===== config.mk =====
export PLATFORM = sky130hd
export DESIGN_NAME = rs_load
export DESIGN_NICKNAME = d
export VERILOG_FILES = /design/src/rtl/rs_load.sv
export SDC_FILE = /design/constraint.sdc
export NUM_CORES = 1
export LEC_CHECK = 0
export ABC_AREA = 0
export BUFFER_PORTS_ARGS = -buffer_cell sky130_fd_sc_hd__buf_2
export CORE_UTILIZATION = 40
export CTS_CLUSTER_DIAMETER = 200
export CTS_CLUSTER_SIZE = 30
export DETAILED_ROUTE_END_ITERATION = 6
export GPL_ROUTABILITY_DRIVEN = 0
export MAX_ROUTING_LAYER = met4
export PLACE_DENSITY = 0.67
export SYNTH_ARGS = -nofsm -noshare
export SYNTH_HDL_FRONTEND = slang
export SYNTH_SLANG_ARGS = --single-unit

===== constraint.sdc =====
create_clock -name clk -period 12.2 [get_ports clk]
set_input_delay 1.22 -clock clk [delete_from_list [all_inputs] [get_ports clk]]
set_output_delay 1.22 -clock clk [all_outputs]
set_load 0.01 [all_outputs]

===== src/rtl/rs_load.sv =====
// In-order load reservation station feeding fu_mem: circular buffer, CDB wakeup, head-only issue, ROB-window flush.
// Optional RS_LOAD_WAKEUP_BYPASS_EN lets a same-cycle CDB hit on the head operand issue immediately.
package rs_load_pkg;
    localparam int RS_ROB_W = 5;

    typedef struct packed {
        logic [6:0]          opcode;
        logic [4:0]          rd;
        logic [2:0]          func3;
        logic [11:0]         imm;
        logic [RS_ROB_W-1:0] rob_index;
    } rs_data_t;
endpackage

module rs_load
    import rs_load_pkg::*;
#(
    parameter int DEPTH  = 8,
    parameter int ROB_W  = RS_ROB_W,
    parameter int PREG_W = 7
) (
    input  logic              clk,
    input  logic              reset,
    input  logic              dispatch_valid,
    input  rs_data_t          dispatch_data,
    input  logic [PREG_W-1:0] dispatch_ps1,
    input  logic              dispatch_ps1_rdy,
    input  logic              cdb_valid,
    input  logic [PREG_W-1:0] cdb_tag,
    input  logic              fu_mem_ready,
    input  logic              mispredict,
    input  logic [ROB_W-1:0]  mispredict_tag,
    input  logic [ROB_W-1:0]  curr_rob_tag,
    output logic              rs_full,
    output logic              issued,
    output rs_data_t          data_out,
    output logic [PREG_W-1:0] issue_ps1
);
    localparam int IW = $clog2(DEPTH);
    localparam int PW = IW + 1;

    // Tag t is wrong-path iff it lies strictly after the branch and before the ROB tail.
    function automatic logic in_window(input logic [ROB_W-1:0] t,
                                       input logic [ROB_W-1:0] br,
                                       input logic [ROB_W-1:0] tail);
        logic [ROB_W-1:0] d;
        logic [ROB_W-1:0] lim;
        d   = t - br;
        lim = tail - br;
        return (d != '0) && (d < lim);
    endfunction

    logic [PW-1:0]     head_q, head_d, tail_q, tail_d, count;
    logic [IW-1:0]     hidx, tidx, scan_idx;
    rs_data_t          data_q [DEPTH];
    logic [PREG_W-1:0] ps1_q  [DEPTH];
    logic [DEPTH-1:0]  rdy_q;
    logic [DEPTH-1:0]  flush_hit;
    logic              empty, full, head_rdy, issue_go, disp_go, fl_found;
    logic [PW-1:0]     fl_off;
    logic              issued_q;
    rs_data_t          data_out_q;
    logic [PREG_W-1:0] issue_ps1_q;

    assign count = tail_q - head_q;
    assign empty = (count == '0);
    assign full  = (count == PW'(DEPTH));
    assign hidx  = head_q[IW-1:0];
    assign tidx  = tail_q[IW-1:0];

    for (genvar g = 0; g < DEPTH; g++) begin : g_slot
        logic [IW-1:0] off;
        assign off          = IW'(g) - hidx;
        assign flush_hit[g] = mispredict && ({1'b0, off} < count)
                              && in_window(data_q[g].rob_index, mispredict_tag, curr_rob_tag);
    end

    // Flushed loads form the youngest suffix; find the oldest one relative to head.
    always_comb begin
        fl_found = 1'b0;
        fl_off   = '0;
        scan_idx = '0;
        for (int k = DEPTH - 1; k >= 0; k--) begin
            scan_idx = hidx + IW'(k);
            if (flush_hit[scan_idx]) begin
                fl_found = 1'b1;
                fl_off   = PW'(k);
            end
        end
    end

`ifdef RS_LOAD_WAKEUP_BYPASS_EN
    assign head_rdy = rdy_q[hidx] | (cdb_valid && (cdb_tag == ps1_q[hidx]));
`else
    assign head_rdy = rdy_q[hidx];
`endif

    assign issue_go = !empty && head_rdy && fu_mem_ready && !flush_hit[hidx];
    assign disp_go  = dispatch_valid && !full && !mispredict;

    always_comb begin
        head_d = issue_go ? head_q + PW'(1) : head_q;
        tail_d = tail_q;
        if (fl_found)
            tail_d = head_q + fl_off;
        else if (disp_go)
            tail_d = tail_q + PW'(1);
    end

    always_ff @(posedge clk) begin
        if (reset) begin
            head_q      <= '0;
            tail_q      <= '0;
            rdy_q       <= '0;
            issued_q    <= 1'b0;
            data_out_q  <= '0;
            issue_ps1_q <= '0;
        end else begin
            head_q   <= head_d;
            tail_q   <= tail_d;
            issued_q <= issue_go;
            if (issue_go) begin
                data_out_q  <= data_q[hidx];
                issue_ps1_q <= ps1_q[hidx];
            end
            for (int i = 0; i < DEPTH; i++)
                if (cdb_valid && ps1_q[i] == cdb_tag)
                    rdy_q[i] <= 1'b1;
            // A new entry overrides any stale wakeup on the reused slot.
            if (disp_go)
                rdy_q[tidx] <= dispatch_ps1_rdy | (cdb_valid && cdb_tag == dispatch_ps1);
        end
    end

    // Payload storage needs no reset: liveness comes from the pointers.
    always_ff @(posedge clk) begin
        if (disp_go) begin
            data_q[tidx] <= dispatch_data;
            ps1_q[tidx]  <= dispatch_ps1;
        end
    end

    assign rs_full   = full;
    assign issued    = issued_q;
    assign data_out  = data_out_q;
    assign issue_ps1 = issue_ps1_q;
endmodule


# Yosys cells after proc, flatten, opt, wreduce, memory -nomap -nowiden
# Memories as Yosys holds them, arrays and structs flattened. A register that Yosys moved wholly into a read port is not among the register bits.
# Index checks and enable logic that the tools add are counted.
op_classes:
  n_addsub: 28
  magnitude_cmp: 26
  eq_ne: 10
  muxes: 58
  n_bitwise: 1
  reduce_logical: 53
ops:
  columns: ["cell", "count"]
  rows:
  - ["$eq A7 B7 Y1", 9]
  - ["$sub A5 B5 Y5", 9]
  - ["$lt A5 B5 Y1", 8]
  - ["$reduce_bool A5 Y1", 8]
  - ["$logic_and A1 B1 Y1", 39]
  - ["$lt A3 B4 Y1 const B", 9]
  - ["$mux W1", 36]
  - ["$mux W4", 9]
  - ["$lt A3 B4 Y1", 8]
  - ["$bmux W1 S3", 9]
  - ["$add A3 B3 Y3 const B", 4]
  - ["$sub A3 B3 Y3 const A", 4]
  - ["$add A4 B1 Y4 const B", 2]
  - ["$bwmux W8", 1]
  - ["$mux W8", 1]
  - ["$add A3 B2 Y3 const B", 2]
  - ["$sub A1 B3 Y3 const A", 2]
  - ["$sub A2 B3 Y3 const A", 2]
  - ["$add A4 B4 Y4", 1]
  - ["$eq A4 B4 Y1 const B", 1]
  - ["$logic_not A1 Y1", 4]
  - ["$logic_not A4 Y1", 1]
  - ["$sub A4 B4 Y4", 1]
  - ["$add A3 B1 Y3 const B", 1]
  - ["5 further kinds", 5]
totals:
  register_bits: 17
  ramBits: 312
  in_bits: 63
  output_inout_bits: 41
  elab_cells: 182
  n_memories: 2
mem_list:
  columns: ["name", "words", "word_bits", "rd", "rd_ports_with_merged_regs", "wr", "line", "rtl"]
  rows:
  - ["data_q", 8, 32, 9, 1, 1, "55", "rs_data_t data_q [DEPTH];"]
  - ["ps1_q", 8, 7, 9, 1, 1, "56", "logic [PREG_W-1:0] ps1_q [DEPTH];"]

# Logic depth before layout (Yosys ltp)
# Gate-level depths: netlist of run 1.
# An unclocked memory read counts as a cell.
logic_depth:
  ltp_word: 17
  mapped_depth: 24
  depth_no_buf: 24

# Worst setup path before layout of run 1
# OpenSTA, ideal clock, no wires.
synth_timing:
  kind: "register to register"
  from: "register head_q[2]"
  to: "memory data_q[0][0] (netlist name) (enable)"
  setup_time_ns: 0.486
  arrival_time_ns: 5.853
  required_ns: 11.714
  setup_slack_ns: 5.861
  stages_incl_launch_ff: 14
  n_path_buf: 4
  synth_period_minus_slack_ns: 6.339
  cell_sequence: "dfxtp_1 > clkbuf_1 > inv_1 > clkbuf_1 > buf_1 > ha_1 > a21oi_1 > a21boi_0 > or2_1 > clkbuf_1 > nor2b_1 > nor3b_1 > nand2_1 > nor3_1"
synth_via:
  elab_chain_len: 7
synth_lines:
  columns: ["item", "line", "rtl"]
  rows:
  - ["start, declared", "53", "logic [PW-1:0] head_q, head_d, tail_q, tail_d, count;"]
  - ["start signal, assigned", "112", "head_q <= '0;"]
  - ["start signal, assigned", "119", "head_q <= head_d;"]
  - ["$sub A4 B4 Y4", "65", "assign count = tail_q - head_q;"]
  - ["$eq A4 B4 Y1", "67", "assign full = (count == PW'(DEPTH));"]
  - ["via rs_full", "34", "output logic rs_full,"]
  - ["$logic_not A1 Y1", "99", "assign disp_go = dispatch_valid && !full && !mispredict;"]
  - ["$logic_and A1 B1 Y1 (2 in series)", "99", null]
  - ["$mux W1", "137", "if (disp_go) begin"]
  - ["$mux W1 (not written as such)", "138", "data_q[tidx] <= dispatch_data;"]
  - ["end, declared", "55", null]
# The timed path passes the listed nets, and every way through them passes these cells.

# Worst setup path in the final report of run 1
layout_timing:
  from: "input port mispredict_tag[1]"
  to: "register tail_q[2]"
layout_via:
  elab_chain_len: 16
  word_cells_on_any_way: 76
  cone_classes: "10 x add/sub; 8 x order compare; 33 x mux; 25 x reduce/logical"
layout_lines:
  columns: ["item", "line", "rtl"]
  rows:
  - ["start, declared", "32", "input logic [ROB_W-1:0] mispredict_tag,"]
  - ["$sub A5 B5 Y5, on equally long branches", "48, 49", null]
  - ["$lt A5 B5 Y1 / $reduce_bool A5 Y1 (equally long branches)", "50", "return (d != '0) && (d < lim);"]
  - ["$logic_and A1 B1 Y1", "50", null]
  - ["$logic_and A1 B1 Y1", "75", "&& in_window(data_q[g].rob_index, mispredict_tag, curr_rob_tag);"]
  - ["$bmux W1 S3", "85", "if (flush_hit[scan_idx]) begin"]
  - ["$mux W1 (not written as such)", "85", null]
  - ["$mux W3", "85", null]
  - ["$mux W4 (7 in series)", "85", null]
  - ["$add A4 B4 Y4", "105", "tail_d = head_q + fl_off;"]
  - ["$mux W4", "104", "if (fl_found)"]
  - ["end signal, assigned", "120", "tail_q <= tail_d;"]
  - ["end, declared", "53", null]
# Several ways; a longest one is shown, not always the timed one. The select of a mux whose other input is x is not followed.
# A chain may end at the register's enable or synchronous reset.

==> results.cfg, run 1 <==
[clock_network]
hold_buffers = 0
cts_resized = 0
cts_tree = yes
numClockSinks = 368
h-tree-depth = 1
clk_path_buf_depth = 3
post-cts-setup-buffers = 0
cts_buffers = 16
clock_latency_ps = 520
clk_pin_slew_worst_paths_ps = 120
cts-root-buf = clkbuf_16

[setup_path]
end_kind = register
path_class = input pin to register
cp_cell_sequence = buf_2 -> inv_1 -> fa_1 -> xnor2_1 -> ha_1 -> a21oi_1 -> o21ai_0 -> maj3_1 -> or3_1 -> a211oi_1 -> nor3_1 -> o32ai_1 -> o22ai_1 -> a221oi_1 -> ha_1 -> inv_1 -> fa_1 -> xnor2_1 -> a21oi_1 -> a311oi_1
worst-path-stages = 20
crit_buf_inv = 3
cpPeakStageDelay_ps = 690
crit_family = compound AO/OA/AOI/OAI gates
crit_fanout = 18
required_ps = 12630
cp-start-kind = input pin
cpMaxStageDelayCell = xnor2_1
r2r_cells = 19
worstPathArrival_ps = 7300

[drt]
avgViaCountPerCell = 5.54
routed_wl_mm = 41.9
first_pass_iters = 5
drtAntennaViolNets = 0
drc = 0
num_vias = 10600
dr.first_iter.drc_count = 802
wl_per_cell_um = 21.8

[yosys]
synth_cell_types = 68
synth_edf_count = 312
yosys.area.top_type = edfxtp_1
synth_top_area_share = 0.527
async_reset_ff_frac = 0
yosys-top-cells-count = 312 x edfxtp_1, 106 x nand2_1, 86 x nor2_1
synth_area_leaders = edfxtp_1 53%, mux4_2 11%, dfxtp_1 6.3%
synthFlopType = edfxtp_1
synthMostInstantiatedCell = edfxtp_1
ys_ff_latch = 368
syn_avg_cell_area_um2 = 14.3
yosysSeqAreaShare = 0.590
syn_inst = 1242
synth_nets = 1390
netlist_area_mm2 = 0.0178
synth_warnings = 0

[timing]
period_minus_slack_ps = 6870
worst_slack_ps = 5330
fin_worst_skew_ps = 31.3
setup_viol = 0
worstMarginPinSlew_ps = 1100
tns_ps = 0
slew_headroom = 0.262
slew_violations = 0
rsz0062_at_grt = false
max_freq_mhz = 145
timing.hold.ws_ps = 501
period_share = 0.563
hold_viol = 0

[cells_and_area]
final_nets = 1466
stdcell_count = 1919
syn_to_final_growth_pct = 9.59
drive_gt1_frac = 0.191

[place]
dpl.hpwl_mm = 26.7
port_buffers = 103
dpl_worst_slack_ps = 4840
place_inst = 1885

[global_route]
grt_pass1_wl_mm = 63.8
grt_max_degree = 85
grtUsageTotal = 0.192
grt_pass1_vias = 11000
grt.overflow.total = 0
antenna_found_initial = 6

[pwr]
peakVddDrop_mv = 0.101
p_per_area_mw_per_mm2 = 145
p_leak_nw = 6.49

[floorplan]
rows = 76
core_mm2 = 0.0435
initial_utilization = 0.409
io_pins = 104
die_w_um = 213
die_y_um = 213
dieArea_mm2 = 0.0453

[run]
drv_cap = 0

[min_path]
hold_class = register to register
hold_path_depth = 2

[outcome]
outcome = complete, no violations
[worst min-delay path: stages (launching register included)]
cell and delay, ps:
dfxtp_1 320, nor2_1 90, a311oi_1 50
[cell families (layout without fill, tap and decap cells)]
logic type,count (synthesis),after routing,synth area share
other,0,6,0
AO/OA/AOI/OAI,180,180,0.0734
adder cells (fa/ha/maj),88,88,0.0666
XOR/XNOR,109,109,0.0541
flip-flops,368,368,0.590
AND/OR/NAND/NOR,305,305,0.0820
buffers and inverters,99,185,0.0217
multiplexers,93,93,0.112
[state kept, by name, summed over array words and instances (netlist names)]
register and flops:
data_out 32, rdy_q 8, head_q 4, ps1_q 56, issued 1, data_q 256
tail_q 4, issue_ps1 7
[path summary, 6_finish.rpt]
path	to	startpoint	slack, ps
worst max-delay path	tail_q[2]$_SDFFE_PP0P_	mispredict_tag[1]	5330
worst min-delay path	data_out[8]$_SDFFE_PP0P_	data_out[8]$_SDFFE_PP0P_	500
worst max register to register	tail_q[2]$_SDFFE_PP0P_	head_q[1]$_SDFFE_PP0P_	5460
worst min register to register	data_out[8]$_SDFFE_PP0P_	data_out[8]$_SDFFE_PP0P_	500
[routing by layer]
layer	GRT usage	share of wire	up-vias	wire, um
met5	-	0	-	0
met4	0.0481	0.022	0	901
met3	0.0207	0.044	58	1840
met2	0.320	0.49	262	20300
met1	0.253	0.45	5395	18800
li1	-	-	4914	-
[stage by stage]
step           total power, mW  utilization  cell area, um^2
2_1_floorplan             2.01            -            17800
3_3_place_gp              2.19        0.437            19000
3_5_place_dp              2.21        0.437            19000
4_1_cts                   2.84        0.448            19500
5_1_grt                   2.96        0.448            19500
6_report                  2.82        0.448            19500
[final cells by class]
type	instances	area (um^2)
clock inverters	1	30.0
repair buffers	119	636
inverters	38	143
fillers	3825	24000
flip-flops and latches	368	10500
clock buffers	27	463
well taps	585	732
diodes	6	15.0
multi-input cells	775	6970
[cells in the final DEF, fill, tap and decap left out, types with 4 or more instances in the layout]
master / instances
a211oi_1: 9
a21bo_2: 4
a21boi_0: 4
a21o_1: 17
a21oi_1: 43
a311oi_1: 43
and3_1: 4
buf_2: 103
buf_4: 16
clkbuf_1: 10
clkbuf_16: 17
dfxtp_1: 53
diode_2: 6
edfxtp_1: 312
fa_1: 12
ha_1: 73
inv_1: 34
mux2i_1: 6
mux4_2: 85
nand2_1: 106
nand2b_1: 15
nand3_1: 4
nand4_1: 17
nor2_1: 80
nor2_4: 6
nor2b_1: 12
nor3_1: 28
nor3_2: 4
nor3b_1: 5
nor4_1: 4
o211ai_1: 4
o21a_1: 4
o21ai_0: 16
o21ai_1: 6
o32a_1: 5
o32ai_1: 4
xnor2_1: 83
xor2_1: 25
[report_power, final]
| part | total, mW | switching, mW | internal [mW] |
|---|---|---|---|
| Sequential | 1.49 | 0.0446 | 1.44 |
| Combinational | 0.697 | 0.405 | 0.291 |
| Clock | 0.642 | 0.372 | 0.270 |
| Total | 2.82 | 0.822 | 2.00 |
(Power assumes the default switching activity.)
==> run 2: changes to the inputs <==
Settings changed: ABC_AREA 0 to 1.
Clock period 12.2 ns to 6.7 ns, I/O delays scaled along.
==> run 2 against run 1 <==
Cell count increased by 30%. Sequential share of layout area decreased by 1.3 points. Clock skew decreased by 4.1 ps. Cell area increased by 2.4%. Total power increased to 3.0 times the previous value. Worst setup slack got worse by 3600 ps. Hold slack got worse by 130 ps. Synthesized cell count increased by 47%. Die area increased by 3.5%. First-iteration DRC count increased by 51%. Clock power increased by 82%. Sequential cell count unchanged. Critical path type unchanged.
==> results.cfg, run 2 <==
[yosys]
synth_top_area_share = 0.509
syn_avg_cell_area_um2 = 10.1
synth_edf_count = 312
synth_area_leaders = edfxtp_1 51%, nand2_1 7.0%, dfxtp_1 6.1%
synthMostInstantiatedCell = nand2_1
yosysSeqAreaShare = 0.570
syn_inst = 1829
synth_cell_types = 52
yosys-top-cells-count = 343 x nand2_1, 312 x edfxtp_1, 203 x nor2_1
synth_warnings = 0
synthFlopType = edfxtp_1
synth_nets = 1977
yosys.area.top_type = edfxtp_1
ys_ff_latch = 368
async_reset_ff_frac = 0
netlist_area_mm2 = 0.0184

[clock_network]
numClockSinks = 368
cts_tree = yes
cts-root-buf = clkbuf_16
clk_pin_slew_worst_paths_ps = 120
clk_path_buf_depth = 3
h-tree-depth = 1
post-cts-setup-buffers = 0
hold_buffers = 0
cts_buffers = 16
cts_resized = 0
clock_latency_ps = 520

[timing]
slew_headroom = 0.269
period_minus_slack_ps = 4960
period_share = 0.740
tns_ps = 0
rsz0062_at_grt = false
slew_violations = 0
setup_viol = 0
max_freq_mhz = 202
hold_viol = 0
worstMarginPinSlew_ps = 1090
fin_worst_skew_ps = 27.2

[floorplan]
io_pins = 104
rows = 78
initial_utilization = 0.405
core_mm2 = 0.0454
die_w_um = 216
die_y_um = 216
dieArea_mm2 = 0.0469

[outcome]
outcome = complete, no violations

[drt]
drt-met1-wl_mm = 20.1
wl_per_cell_um = 18.6
dr.first_iter.drc_count = 1208
first_pass_iters = 5
drtAntennaViolNets = 0
avgViaCountPerCell = 5.45
routed_wl_mm = 46.5
met3_length_mm = 3.25
met2_wirelength_mm = 22.3
num_vias = 13600
drc = 0
highest_layer = met4

[pwr]
p_leak_nw = 7.81
peakVddDrop_mv = 0.380
p_per_area_mw_per_mm2 = 428
total_power_mw = 8.55

[setup_path]
path_class = input pin to register
cpPeakStageDelay_ps = 790
crit_fanout = 18
end_kind = register
worstPathArrival_ps = 5380
cpMaxStageDelayCell = xnor2_1
crit_family = adder cells
cpMostUsedCell = nand2_1
cp-start-kind = input pin
required_ps = 7120
crit_buf_inv = 3

[min_path]
hold_class = input pin to register

[cells_and_area]
largest_reg_flops = 256
stdcell_area_mm2 = 0.0199
utilization = 0.440
final_cell_mix = 343 x nand2_1, 312 x edfxtp_1, 199 x nor2_1, 126 x o21ai_0, 105 x inv_1
layout_commonest_cell = nand2_1
fill_cells = 4256
final_nets = 2025
drive_gt1_frac = 0.108
largest-register = data_q
syn_to_final_growth_pct = 8.40

[global_route]
grt_pass1_vias = 13100
grt_max_degree = 93
antenna_found_initial = 9
grtUsageTotal = 0.202
grt.overflow.total = 0
grt_pass1_wl_mm = 72.5

[place]
port_buffers = 103
dpl.hpwl_mm = 29.8
dpl_cell_area_mm2 = 0.0194

[run]
drv_cap = 0
## run 2: cell count changes in the layout (fill, tap and decap cells not counted), moves of 54 or more
cell	change
nor2_1	+119
o21ai_0	+110
nand3_1	+90
xnor2_1	-70
nand2_1	+237
a21oi_1	+54
inv_1	+71
mux4_2	-85
## run 2: final cells by class
| class | count | area (um^2) | area share |
|---|---|---|---|
| inverters | 120 | 460 | 0.0231 |
| multi-input cells | 1252 | 7090 | 0.355 |
| flip-flops and latches | 368 | 10500 | 0.526 |
| clock inverters | 1 | 30.0 | 0.00151 |
| repair buffers | 119 | 636 | 0.0319 |
| well taps | 600 | 751 | 0.0376 |
| clock buffers | 27 | 463 | 0.0232 |
| diodes | 9 | 22.5 | 0.00113 |
## run 2: path summary, 6_finish.rpt
check / slack (ps) / startpoint / cells after the start / end
hold reg to reg: 500 / head_q[3]$_SDFFE_PP0P_ / 2 / head_q[3]$_SDFFE_PP0P_
hold / removal: 370 / reset / 2 / tail_q[1]$_SDFFE_PP0P_
setup / recovery: 1740 / mispredict_tag[1] / 30 / tail_q[2]$_SDFFE_PP0P_
setup reg to reg: 1830 / tail_q[0]$_SDFFE_PP0P_ / 27 / tail_q[2]$_SDFFE_PP0P_
## run 2: logic make-up (layout without fill, tap and decap cells)
logic type | count (synthesis) | after routing | synth area share
other cells | 0 | 9 | 0
flops | 368 | 368 | 0.570
fa+ha+maj | 85 | 85 | 0.0627
xor+xnor | 56 | 56 | 0.0267
simple gates | 711 | 711 | 0.164
buf+inv | 209 | 267 | 0.0463
compound gates | 400 | 400 | 0.131
## run 2: per-stage QoR
stage,worst slack [ps],cells,hold WS (ps)
after floorplan,1800,1829,465
final,1740,2496,370
after detailed placement,1190,2459,485
after CTS,1740,2487,375
after global routing,1270,2495,380
after global placement,1310,2459,488
## run 2: power breakdown
| group | total [mW] | leakage (nW) | internal [mW] | switching, mW |
|---|---|---|---|---|
| sequential | 2.95 | 3.27 | 2.77 | 0.180 |
| combinational | 4.42 | 4.30 | 1.51 | 2.92 |
| clock | 1.17 | 0.233 | 0.491 | 0.678 |
| total | 8.55 | 7.81 | 4.77 | 3.78 |
## run 2: routing by layer
layer	global-route usage	vias up
li1	-	6523
met4	0.0469	0
met5	-	-
met2	0.330	441
met1	0.266	6581
met3	0.0282	65
